$ cat src/rtl/bus_sequencer.sv
// Multicycle sequencer that shares one Avalon-style memory port between instruction
// fetch and a single data load/store per instruction, with a stalled-bus watchdog.
module bus_sequencer #(
  parameter int unsigned TIMEOUT_CYCLES = 1024
) (
  input  logic        clk,
  input  logic        reset_n,
  input  logic [31:0] pc,
  input  logic        mem_read_req,
  input  logic        mem_write_req,
  input  logic [31:0] mem_addr,
  input  logic [31:0] mem_wdata,
  input  logic [3:0]  mem_byteen,
  input  logic        halt_req,
  output logic [31:0] address,
  output logic        read,
  output logic        write,
  output logic [3:0]  byteenable,
  output logic [31:0] writedata,
  input  logic [31:0] readdata,
  input  logic        waitrequest,
  output logic [31:0] instr_word,
  output logic [31:0] load_data,
  output logic        exec_stage,
  output logic        mem_stage,
  output logic        pc_en,
  output logic        load_valid,
  output logic        active,
  output logic        bus_error
);

  // A zero timeout disables the watchdog; keep the counter at least one bit wide.
  localparam int unsigned CntW = (TIMEOUT_CYCLES > 0) ? $clog2(TIMEOUT_CYCLES + 1) : 1;

  localparam logic [1:0] StFetch  = 2'd0;
  localparam logic [1:0] StExec   = 2'd1;
  localparam logic [1:0] StMem    = 2'd2;
  localparam logic [1:0] StHalted = 2'd3;

  logic [1:0]      state_q, state_d;
  logic            is_store_q, is_store_d;
  logic [CntW-1:0] cnt_q, cnt_d;
  logic [31:0]     instr_word_q, load_data_q;
  logic            load_valid_q, bus_error_q;

  logic            bus_read, bus_write, pc_en_c, stall, wd_trip;
  logic [31:0]     addr_mux;
  logic [3:0]      be_mux;

  always_comb begin
    state_d    = state_q;
    is_store_d = is_store_q;
    bus_read   = 1'b0;
    bus_write  = 1'b0;
    addr_mux   = pc;
    be_mux     = 4'b0000;
    pc_en_c    = 1'b0;
    unique case (state_q)
      StFetch: begin
        bus_read = 1'b1;
        be_mux   = 4'b1111;
        if (!waitrequest) state_d = StExec;
      end
      StExec: begin
        if (halt_req) begin
          state_d = StHalted;
        end else if (mem_read_req || mem_write_req) begin
          state_d    = StMem;
          is_store_d = mem_write_req;
        end else begin
          pc_en_c = 1'b1;
          state_d = StFetch;
        end
      end
      StMem: begin
        addr_mux  = mem_addr;
        be_mux    = mem_byteen;
        bus_write = is_store_q;
        bus_read  = !is_store_q;
        if (!waitrequest) begin
          pc_en_c = 1'b1;
          state_d = StFetch;
        end
      end
      default: ;
    endcase

    stall   = (bus_read || bus_write) && waitrequest;
    cnt_d   = stall ? cnt_q + CntW'(1) : '0;
    // Trip on the stalled cycle that brings the run of stalls up to the timeout.
    wd_trip = (TIMEOUT_CYCLES != 0) && stall && (cnt_q == CntW'(TIMEOUT_CYCLES - 1));
    if (wd_trip) state_d = StHalted;
  end

  always_ff @(posedge clk) begin
    if (!reset_n) begin
      state_q      <= StFetch;
      is_store_q   <= 1'b0;
      cnt_q        <= '0;
      instr_word_q <= '0;
      load_data_q  <= '0;
      load_valid_q <= 1'b0;
      bus_error_q  <= 1'b0;
    end else begin
      state_q      <= state_d;
      is_store_q   <= is_store_d;
      cnt_q        <= cnt_d;
      load_valid_q <= (state_q == StMem) && !is_store_q && !waitrequest;
      if (state_q == StFetch && !waitrequest) instr_word_q <= readdata;
      if (state_q == StMem && !is_store_q && !waitrequest) load_data_q <= readdata;
      if (wd_trip) bus_error_q <= 1'b1;
    end
  end

  // Strobes and stage flags are gated by reset so an in-flight cycle is dropped at once.
  assign address    = addr_mux;
  assign read       = reset_n && bus_read;
  assign write      = reset_n && bus_write;
  assign byteenable = reset_n ? be_mux : 4'b0000;
  assign writedata  = write ? mem_wdata : 32'h0;
  assign pc_en      = reset_n && pc_en_c;
  assign exec_stage = reset_n && (state_q == StExec);
  assign mem_stage  = reset_n && (state_q == StMem);
  assign active     = reset_n && (state_q != StHalted);
  assign instr_word = instr_word_q;
  assign load_data  = load_data_q;
  assign load_valid = load_valid_q;
  assign bus_error  = bus_error_q;

endmodule

$ cat config.mk
export PLATFORM = sky130hd
export DESIGN_NAME = bus_sequencer
export DESIGN_NICKNAME = d
export VERILOG_FILES = /design/src/rtl/bus_sequencer.sv
export SDC_FILE = /design/constraint.sdc
export NUM_CORES = 1
export LEC_CHECK = 0
export CORE_MARGIN = 2
export CORE_UTILIZATION = 31
export CTS_CLUSTER_SIZE = 24
export DETAILED_ROUTE_END_ITERATION = 6
export PLACE_DENSITY = 0.77
export SLEW_MARGIN = 0
export SYNTH_ARGS = -nofsm -noshare
export SYNTH_HDL_FRONTEND = slang
export SYNTH_SLANG_ARGS = --single-unit
export TNS_END_PERCENT = 20
$ cat constraint.sdc
create_clock -name clk -period 1.8 [get_ports clk]
set_input_delay 0.36 -clock clk [delete_from_list [all_inputs] [get_ports clk]]
set_output_delay 0.36 -clock clk [all_outputs]
set_load 0.05 [all_outputs]
==> metrics, run 1 <==
largest cells by area after synthesis=dfxtp_1, nand2_1, a21boi_0; Synth top area share=0.423; Num CTS Buffers=9; antenna violations before repair=0; Avg WL per Cell=17.3 um; Startpoint Class=flop; vias per cell=4.74; mapped cell area=3780 um2; Die Span Y=114 um; Area Growth Syn to Fin=118%; most frequent cells in the layout=clkdlybuf4s50_1, nand2_1, buf_4, buf_12, dfxtp_1; Crit Path Class=flop to output pin; clk sinks=80; grt ovf=0; crit path buf inv count=4; Clock transition at path regs=60 ps; sequential area share after synthesis=0.423; RSZ-0062 raised after global routing=yes; hold_buf cts=0; measured slew at the worst slew-check pin=339 ps; commonest non-fill, non-tap cell in the layout=clkdlybuf4s50_1; Synth warnings=0; GR Util All Layers=0.218; filler cell count=840; Critical Path RT=1440 ps; Largest stage delay, worst path=370 ps; Hold/Removal Path Class=flop to flop; root buffer cell=clkbuf_16; GPL Wtd Cong=0.879; setup ws final=-242 ps; count of nets after finishing=883; CP delay by family, top=buffers and inverters; Initial DRT Pass Iterations=4; Most used DFF post-synth=dfxtp_1; Max Fclk=490 MHz; # IOs=278; Util after Layout=0.690; Setup violations, final=72; crit path DAT=1680 ps; first-pass GRT wire length=22500 um; largest net degree at the start of global routing=41; Tcrit/Tclk final=1.13; Post-synth ARST share=0; I/O Buffers=277; layout cell share with drive strength beyond 1=0.376; cells along the critical path=inv_4 > ha_4 > buf_12 > clkbuf_16 > mux2_4 > buf_12; vias in the first global route=4252; pwr dens=902 nW/um2; Core Area=12000 um2; Final Hold Viols=0; Row Count=40; n_diodes=0; Post-Syn Area per Cell=8.35 um2; max_slew headroom=0.773; Tmin final=2040 ps; post-synthesis cell type count=28; Yosys reg bits=80; count of flip-flops with a built-in enable after synthesis=0; Final Hold Slack=464 ps; maximum vdd drop=669 uV; post-synthesis instance total=453; detailed-placement wirelength estimate=11100 um; clock skew=8.31 ps; post-synth top area cell=dfxtp_1; max cap viols=0; clk buf depth=2; 1st-iter DRT viols=217; Skew-Pair Late Insertion Delay=320 ps; crit path max fanout=5; Initial Util=0.316; Most common cell on crit path=buf_12; routed via count=4222; fin. max-slew vios=0; area of the die=13100 um2; nature of the critical path endpoint=output pin; Die Width=114 um; ANT nets after route=0; Lkg Pwr=3.37 nW; status=finished with violations; WL final=15400 um; DRC=0; syn nets=597; CTS tree=done; critical path's slowest cell=dfxtp_2; CTS H-tree depth=3; failing checks=setup timing; Setup TNS=-12660 ps
## area by class of cell
| type | count | area, um2 | area share |
|---|---|---|---|
| Multi-Input combinational cell | 337 | 2380 | 0.288 |
| Tap cell | 147 | 184 | 0.0223 |
| Clock buffer | 10 | 239 | 0.0289 |
| Clock inverter | 6 | 67.6 | 0.00818 |
| Sequential cell | 80 | 1610 | 0.195 |
| Inverter | 4 | 22.5 | 0.00273 |
| Timing Repair Buffer | 307 | 3760 | 0.455 |
## repair_timing
action / 4_1_cts / 5_1_grt
setup buffers: 4 / 6
hold endpoints to repair: 0 / 0
cloned: 3 / 4
pin swaps: 27 / 12
setup endpoints to repair: 91 / 84
gates resized for setup: 76 / 26
## where the power goes
group | switching, W | internal [W] | leakage, nW
Sequential | 0.0000934 | 0.00192 | 0.651
Combinational | 0.00192 | 0.00166 | 2.58
Clock | 0.000733 | 0.00112 | 0.145
## registers in the layout (all words and copies together), names as in the netlist
| register | flops |
|---|---|
| instr_word | 32 |
| load_valid | 1 |
| cnt_q | 11 |
| load_data | 32 |
| bus_error | 1 |
| state_q | 2 |
| is_store_q | 1 |
## cell usage after synthesis, types with 2 or more instances
library cell,n
nand2b_1,2
and3_1,2
and2_1,35
nor2_1,11
o211a_1,2
nand3_1,4
clkbuf_1,21
ha_1,6
xnor2_1,5
a21boi_1,2
nand4_1,2
or2_2,2
o21ai_0,5
dfxtp_1,80
buf_2,11
a21boi_0,62
a21oi_1,7
nand2_1,135
mux2_2,32
o21a_1,3
nor2b_1,10
inv_1,4
nor3_1,4
xor2_1,2
## kinds of logic after synthesis
| group | count (synthesis) | synth area share |
|---|---|---|
| simple gates | 209 | 0.248 |
| compound gates | 83 | 0.158 |
| flops | 80 | 0.423 |
| buf+inv | 36 | 0.0394 |
| mux | 32 | 0.0952 |
| xor+xnor | 7 | 0.0162 |
| fa+ha+maj | 6 | 0.0198 |
## through the flow
step	cell area [um2]	power, W	setup WS (ps)	std cells
2_1_floorplan	3830	0.00373	-102	453
3_3_place_gp	7390	0.00515	-136	860
3_5_place_dp	7390	0.00519	-135	860
4_1_cts	8070	0.00730	-205	883
5_1_grt	8260	0.00774	-284	891
6_report	8260	0.00745	-242	891
## final timing paths
kind / to / start / slack (ps) / cells after the start
max: address[10] / state_q[0] / -240 / 6
min: load_data[30] / load_data[30] / 460 / 2
max reg2reg: load_data[11] / state_q[0] / 10 / 10
min reg2reg: load_data[30] / load_data[30] / 460 / 2
## worst reg2reg max path: stages (launching register included)
cell	delay (ps)
dfxtp_2	340
inv_4	60
ha_4	170
buf_12	140
clkbuf_16	160
nand2b_4	70
buf_4	140
or2_4	230
buf_12	160
nand2_1	110
a21boi_0	90
## per-layer routing
layer  wire (um)  vias up  GRT usage
met5           0        -          0
met4         331        0     0.0634
met3        1040       24     0.0593
met2        8040      168      0.381
met1        6020     1981      0.261
li1            -     2049          -
(Power assumes the default switching activity.)
==> run 2, diff against run 1 <==
--- a/config.mk
+++ b/config.mk
@@ -7,7 +7,6 @@
 export LEC_CHECK = 0
 export CORE_MARGIN = 2
 export CORE_UTILIZATION = 31
-export CTS_CLUSTER_SIZE = 24
 export DETAILED_ROUTE_END_ITERATION = 6
 export PLACE_DENSITY = 0.77
 export SLEW_MARGIN = 0
==> constraint.sdc (replaced) <==
create_clock -name clk -period 1.7 [get_ports clk]
set_input_delay 0.34 -clock clk [delete_from_list [all_inputs] [get_ports clk]]
set_output_delay 0.34 -clock clk [all_outputs]
set_load 0.05 [all_outputs]
==> run 2 against run 1 <==
The run still ends with setup timing left. Power up 3.1%. Wire length fell by 5.7%. Critical path depth unchanged. Final area decreased by 1.9%. Sequential power rose by 5%. Hold slack got worse by 12 ps. Utilization is 1.3 points lower. Combinational power is 3% higher. Clock power barely moved. Critical path type unchanged.
==> metrics, run 2 (synthesized netlist as in run 1, its figures left out) <==
GPL Wtd Cong=0.791 (-10%); ANT nets after route=0 (unchanged); nature of the critical path endpoint=output pin; largest net degree at the start of global routing=35 (-15%); Largest stage delay, worst path=330 ps (-40 ps); CTS tree=done; Hold/Removal Path Class=flop to flop; DRC=0 (unchanged); Initial Util=0.316 (unchanged); Avg WL per Cell=16.3 um (-5.7%); Initial DRT Pass Iterations=4 (unchanged); grt ovf=0 (unchanged); critical path's slowest cell=dfxtp_2; n_diodes=0 (unchanged); RSZ-0062 raised after global routing=yes; part of the power in the clock network=0.245 (-0.003); root buffer cell=clkbuf_16; Tmin final=1980 ps; Final Hold Slack=452 ps (-11.7 ps); commonest non-fill, non-tap cell in the layout=clkdlybuf4s50_1; R2R Path End=load_data[21]; vias in the first global route=4450 (+4.7%); placed cell area=7450 um2 (+0.88%); clk buf depth=2 (unchanged); crit path DAT=1640 ps (-40 ps); Net Sw Frac=0.365 (-0.00446); setup ws final=-277 ps (-35.9 ps); Finished Cell Area=8100 um2 (-1.9%); met3 Resource Use GR=0.0513 (-0.00794); fin. max-slew vios=0 (unchanged); worst reg2reg path startpoint=state_q[0]; routing usage on met2=0.411 (+0.0304); non-filler cells, final=891 (unchanged); 1st-iter DRT viols=175 (-19%); worst hold endpoint=load_data[14]; Setup TNS=-17440 ps (-4780 ps); maximum vdd drop=681 uV (+1.8%); CP delay by family, top=buffers and inverters; Setup violations, final=95 (+32%); Startpoint Class=flop; clk sinks=80 (unchanged); cells along the critical path=inv_2 > ha_4 > buf_12 > clkbuf_16 > mux2_4 > buf_12; Tcrit/Tclk final=1.16; R2R depth=11 (+1); Area Growth Syn to Fin=114%; Num CTS Buffers=9 (unchanged); Max Fclk=506 MHz; flop2flop setup slack=-40 ps (-50 ps); hold_sp=load_data[14]; max cap viols=0 (unchanged); pwr dens=948 nW/um2 (+5.1%); WL final=14600 um (-5.7%); area of the die=13100 um2 (unchanged); crit path buf inv count=4 (unchanged); Core Area=12000 um2 (unchanged); Critical Path RT=1360 ps (-80 ps); max_slew headroom=0.818 (+0.0448); Skew-Pair Late Insertion Delay=330 ps (about the same); count of nets after finishing=883 (unchanged); Int Pwr=0.00488 W (+3.8%); first-pass GRT wire length=22600 um (+0.52%); most frequent cells in the layout=clkdlybuf4s50_1, nand2_1, buf_12, buf_4, dfxtp_1; sequential share of power=0.277 (+0.006); Lkg Pwr=3.31 nW (-1.8%); Hold Path Depth=2 (unchanged); Crit Path Class=flop to output pin; Sw Pwr=0.00280 W (+1.8%); layout cell share with drive strength beyond 1=0.372 (-0.00403); crit path max fanout=6 (+1); CTS H-tree depth=3 (unchanged); routed via count=4198 (-0.57%); vias per cell=4.71 (-0.57%); detailed-placement wirelength estimate=11300 um (+1.1%); placed cells=867 (+0.81%); status=finished with violations; Row Count=40 (unchanged); Die Width=114 um (unchanged); Final Hold Viols=0 (unchanged); Die Span Y=114 um (unchanged); clock skew=9.43 ps (+1.11 ps); filler cell count=907 (+8.0%); # IOs=278 (unchanged); antenna violations before repair=0 (unchanged); met1 GRT Util=0.241 (-0.0196); measured slew at the worst slew-check pin=273 ps (-66.4 ps); I/O Buffers=277 (unchanged); Util after Layout=0.677 (-0.0132); Clock transition at path regs=60 ps (about the same); GR Util All Layers=0.220 (+0.00245); failing checks=setup timing; hold_buf cts=0 (unchanged); Comb pwr share=0.478 (-0.003); Most common cell on crit path=buf_12; busiest grt layer=met2
==> run 2: worst max path at each step <==
stage	startpoint	to	cells past startpoint
2_1_floorplan	reset_n	active	3
3_3_place_gp	mem_write_req	pc_en	6
3_5_place_dp	mem_write_req	pc_en	6
4_1_cts	state_q[0]	address[7]	6
5_1_grt	state_q[0]	writedata[28]	6
6_report	state_q[0]	address[27]	6
==> run 2: area by class of cell <==
cell class                      count  area, um2  area share
Timing Repair Buffer              304       3660       0.452
Multi-Input combinational cell    340       2340       0.289
Sequential cell                    80       1600       0.198
Clock buffer                       10        229      0.0283
Tap cell                          147        184      0.0227
Clock inverter                      6       67.6     0.00834
Inverter                            4       15.0     0.00185
==> run 2: power groups by stage <==
stage	registers [W]	logic [W]	clock network, W
after floorplan	0.00262	0.00133	0
after global placement	0.00214	0.00336	0
after detailed placement	0.00216	0.00341	0
after CTS	0.00213	0.00366	0.00192
after global routing	0.00214	0.00386	0.00200
final	0.00213	0.00367	0.00188
==> run 2: routing by layer <==
layer  routed length [um]  up-vias  part of all wire
li1                     -     2048                 -
met1                 5460     1972              0.38
met2                 7920      165              0.54
met3                  947       13             0.065
met4                  226        0             0.016
met5                    0        -                 0
==> run 2: through the flow <==
stage	worst slack [ps]	total power, W
floorplan	-167	0.00395
global placement	-229	0.00551
detailed placement	-205	0.00556
CTS	-288	0.00770
global route	-337	0.00800
finish	-277	0.00768
==> run 2: timing repair <==
item / 4_1_cts / 5_1_grt
setup endpoints to repair: 124 / 122
cloned: 4 / 1
resized for setup: 87 / 17
buffers inserted: 3 / 1
pin swaps: 19 / 3
==> run 2: worst min-delay path, delay by kind of cell, from the launching register on <==
kind / cells / cell delay (ps)
DFF: 1 / 310
and+or+nand+nor: 1 / 50
AOI/OAI and AO/OA: 1 / 50
==> run 3, diff against run 2 <==
--- a/config.mk
+++ b/config.mk
@@ -6,9 +6,10 @@
 export NUM_CORES = 1
 export LEC_CHECK = 0
 export CORE_MARGIN = 2
-export CORE_UTILIZATION = 31
+export CORE_UTILIZATION = 32
+export CTS_BUF_LIST = sky130_fd_sc_hd__clkbuf_2
 export DETAILED_ROUTE_END_ITERATION = 6
-export PLACE_DENSITY = 0.77
+export PLACE_DENSITY = 0.79
 export SLEW_MARGIN = 0
 export SYNTH_ARGS = -nofsm -noshare
 export SYNTH_HDL_FRONTEND = slang
==> run 3 against run 2 <==
The flow still finishes with violations (setup timing). Wire length increased by 12%. Register-to-register slack better by 20 ps. Combinational power increased by 5%. Setup slack got worse by 330 ps. Critical path type unchanged. Critical endpoint is now address[30].
==> metrics, run 3 (synthesized netlist as in run 1, its figures left out) <==
GR Util All Layers=0.226 (+0.00634); Setup TNS=-37020 ps (-19580 ps); detailed-placement wirelength estimate=11000 um (-2.6%); Initial DRT Pass Iterations=4 (unchanged); crit path max fanout=9 (+3); ANT nets after route=0 (unchanged); routed via count=4334 (+3.2%); 1st-iter DRT viols=288 (+65%); Hold/Removal Path Class=primary input to flop; count of nets after finishing=878 (-0.57%); Most common cell on crit path=buf_12; Hold Path Depth=3 (+1); worst hold endpoint=load_data[23]; Tcrit/Tclk final=1.36 (+0.195); antenna violations before repair=4 (+4); WL final=16400 um (+12%); Final Hold Viols=0 (unchanged); I/O Buffers=277 (unchanged); hold_buf cts=0 (unchanged); area of the die=12700 um2 (-3.0%); vias per cell=4.89 (+3.7%); layout cell share with drive strength beyond 1=0.373 (+0.00117); worst reg2reg path startpoint=state_q[0]; Critical Path RT=1360 ps (about the same); R2R depth=8 (-3); Die Span Y=113 um (-1.5%); most frequent cells in the layout=clkdlybuf4s50_1, nand2_1, buf_12, dfxtp_1, buf_4; Row Count=39 (-2.5%); crit path DAT=1970 ps (+330 ps); Tmin final=2310 ps (+331 ps); Startpoint Class=flop; RSZ-0062 raised after global routing=yes; Final Hold Slack=366 ps (-86.3 ps); Area Growth Syn to Fin=111%; Num CTS Buffers=9 (unchanged); max cap viols=0 (unchanged); largest net degree at the start of global routing=81 (+130%); vias in the first global route=4401 (-1.1%); first-pass GRT wire length=22700 um (+0.64%); Die Width=113 um (-1.5%); hold_sp=readdata[23]; Avg WL per Cell=18.5 um (+13%); clk sinks=80 (unchanged); maximum vdd drop=660 uV (-3.0%); clock skew=20.2 ps (+10.8 ps); CTS H-tree depth=3 (unchanged); measured slew at the worst slew-check pin=359 ps (+86.3 ps); # IOs=278 (unchanged); Clock transition at path regs=220 ps (+160 ps); Skew-Pair Late Insertion Delay=520 ps (+190 ps); failing checks=setup timing; Lkg Pwr=3.24 nW (-2.1%); grt ovf=0 (unchanged); CTS tree=done; DRC=0 (unchanged); clk buf depth=2 (unchanged); Crit Path Class=flop to output pin; cells along the critical path=inv_2 > ha_4 > buf_12 > clkbuf_16 > mux2_4 > buf_12; pwr dens=873 nW/um2 (-7.9%); flop2flop setup slack=-20 ps (+20 ps); fin. max-slew vios=0 (unchanged); R2R Path End=state_q[0]; nature of the critical path endpoint=output pin; Setup violations, final=76 (-20%); setup ws final=-609 ps (-331 ps); max_slew headroom=0.760 (-0.0580); Max Fclk=433 MHz (-14%); Core Area=11500 um2 (-4.1%); Largest stage delay, worst path=370 ps (+40 ps); root buffer cell=clkbuf_2; status=finished with violations; Initial Util=0.330 (+0.0136); commonest non-fill, non-tap cell in the layout=clkdlybuf4s50_1; critical path's slowest cell=dfxtp_2; GPL Wtd Cong=0.824 (+4.1%)
-- run 3: final cells by class --
| cell class | instances | area [um2] |
|---|---|---|
| clock inverter | 6 | 60.1 |
| clock buffer | 10 | 50.0 |
| antenna | 5 | 12.5 |
| tap | 143 | 179 |
| fill | 816 | 3470 |
| sequential | 80 | 1610 |
| multi-input combinational | 340 | 2390 |
| inverter | 4 | 15.0 |
| timing repair buffer | 299 | 3680 |
-- run 3: worst max path at each step --
| stage | from | endpoint | slack (ps) | depth (start not counted) |
|---|---|---|---|---|
| after global placement | mem_write_req | pc_en | -170 | 5 |
| final | state_q[0] | address[30] | -610 | 6 |
| after CTS | state_q[0] | address[16] | -570 | 5 |
| after detailed placement | halt_req | pc_en | -200 | 5 |
| after global routing | state_q[0] | address[30] | -670 | 6 |
| after floorplan | reset_n | active | -170 | 3 |
-- run 3: per-layer routing --
layer  vias to the layer above  GRT usage  part of all wire
met3                        47     0.0632             0.069
li1                       2049          -                 -
met5                         -          0                 0
met4                         0     0.0911             0.046
met1                      2044      0.235              0.35
met2                       194      0.427              0.54
-- run 3: repair_timing --
| item | in CTS | in global routing |
|---|---|---|
| pin swaps | 9 | 24 |
| resized for setup | 39 | 53 |
| setup endpoints to repair | 80 | 95 |
| cloned | 2 | 6 |
| buffers inserted | 0 | 3 |
-- run 3: worst max-delay path, delay by kind of cell (launching register included) --
kind       cells  cell delay, ps
fa+ha+maj      1             160
buf+inv        4             570
flops          1             370
mux            1             350
-- run 3: through the flow --
| step | util | total power [W] | setup WS, ps | area, um2 | instances |
|---|---|---|---|---|---|
| after floorplan | - | 0.00395 | -167 | 3850 | 453 |
| after global placement | 0.647 | 0.00548 | -170 | 7410 | 855 |
| after detailed placement | 0.647 | 0.00554 | -201 | 7410 | 855 |
| after CTS | 0.671 | 0.00673 | -572 | 7700 | 873 |
| after global routing | 0.697 | 0.00727 | -666 | 8000 | 887 |
| final | 0.697 | 0.00698 | -609 | 8000 | 887 |
-- run 3: power breakdown --
part / internal [W] / switching (W)
combinational: 0.00176 / 0.00208
sequential: 0.00204 / 0.0000947
clock: 0.000338 / 0.000665
total: 0.00414 / 0.00284
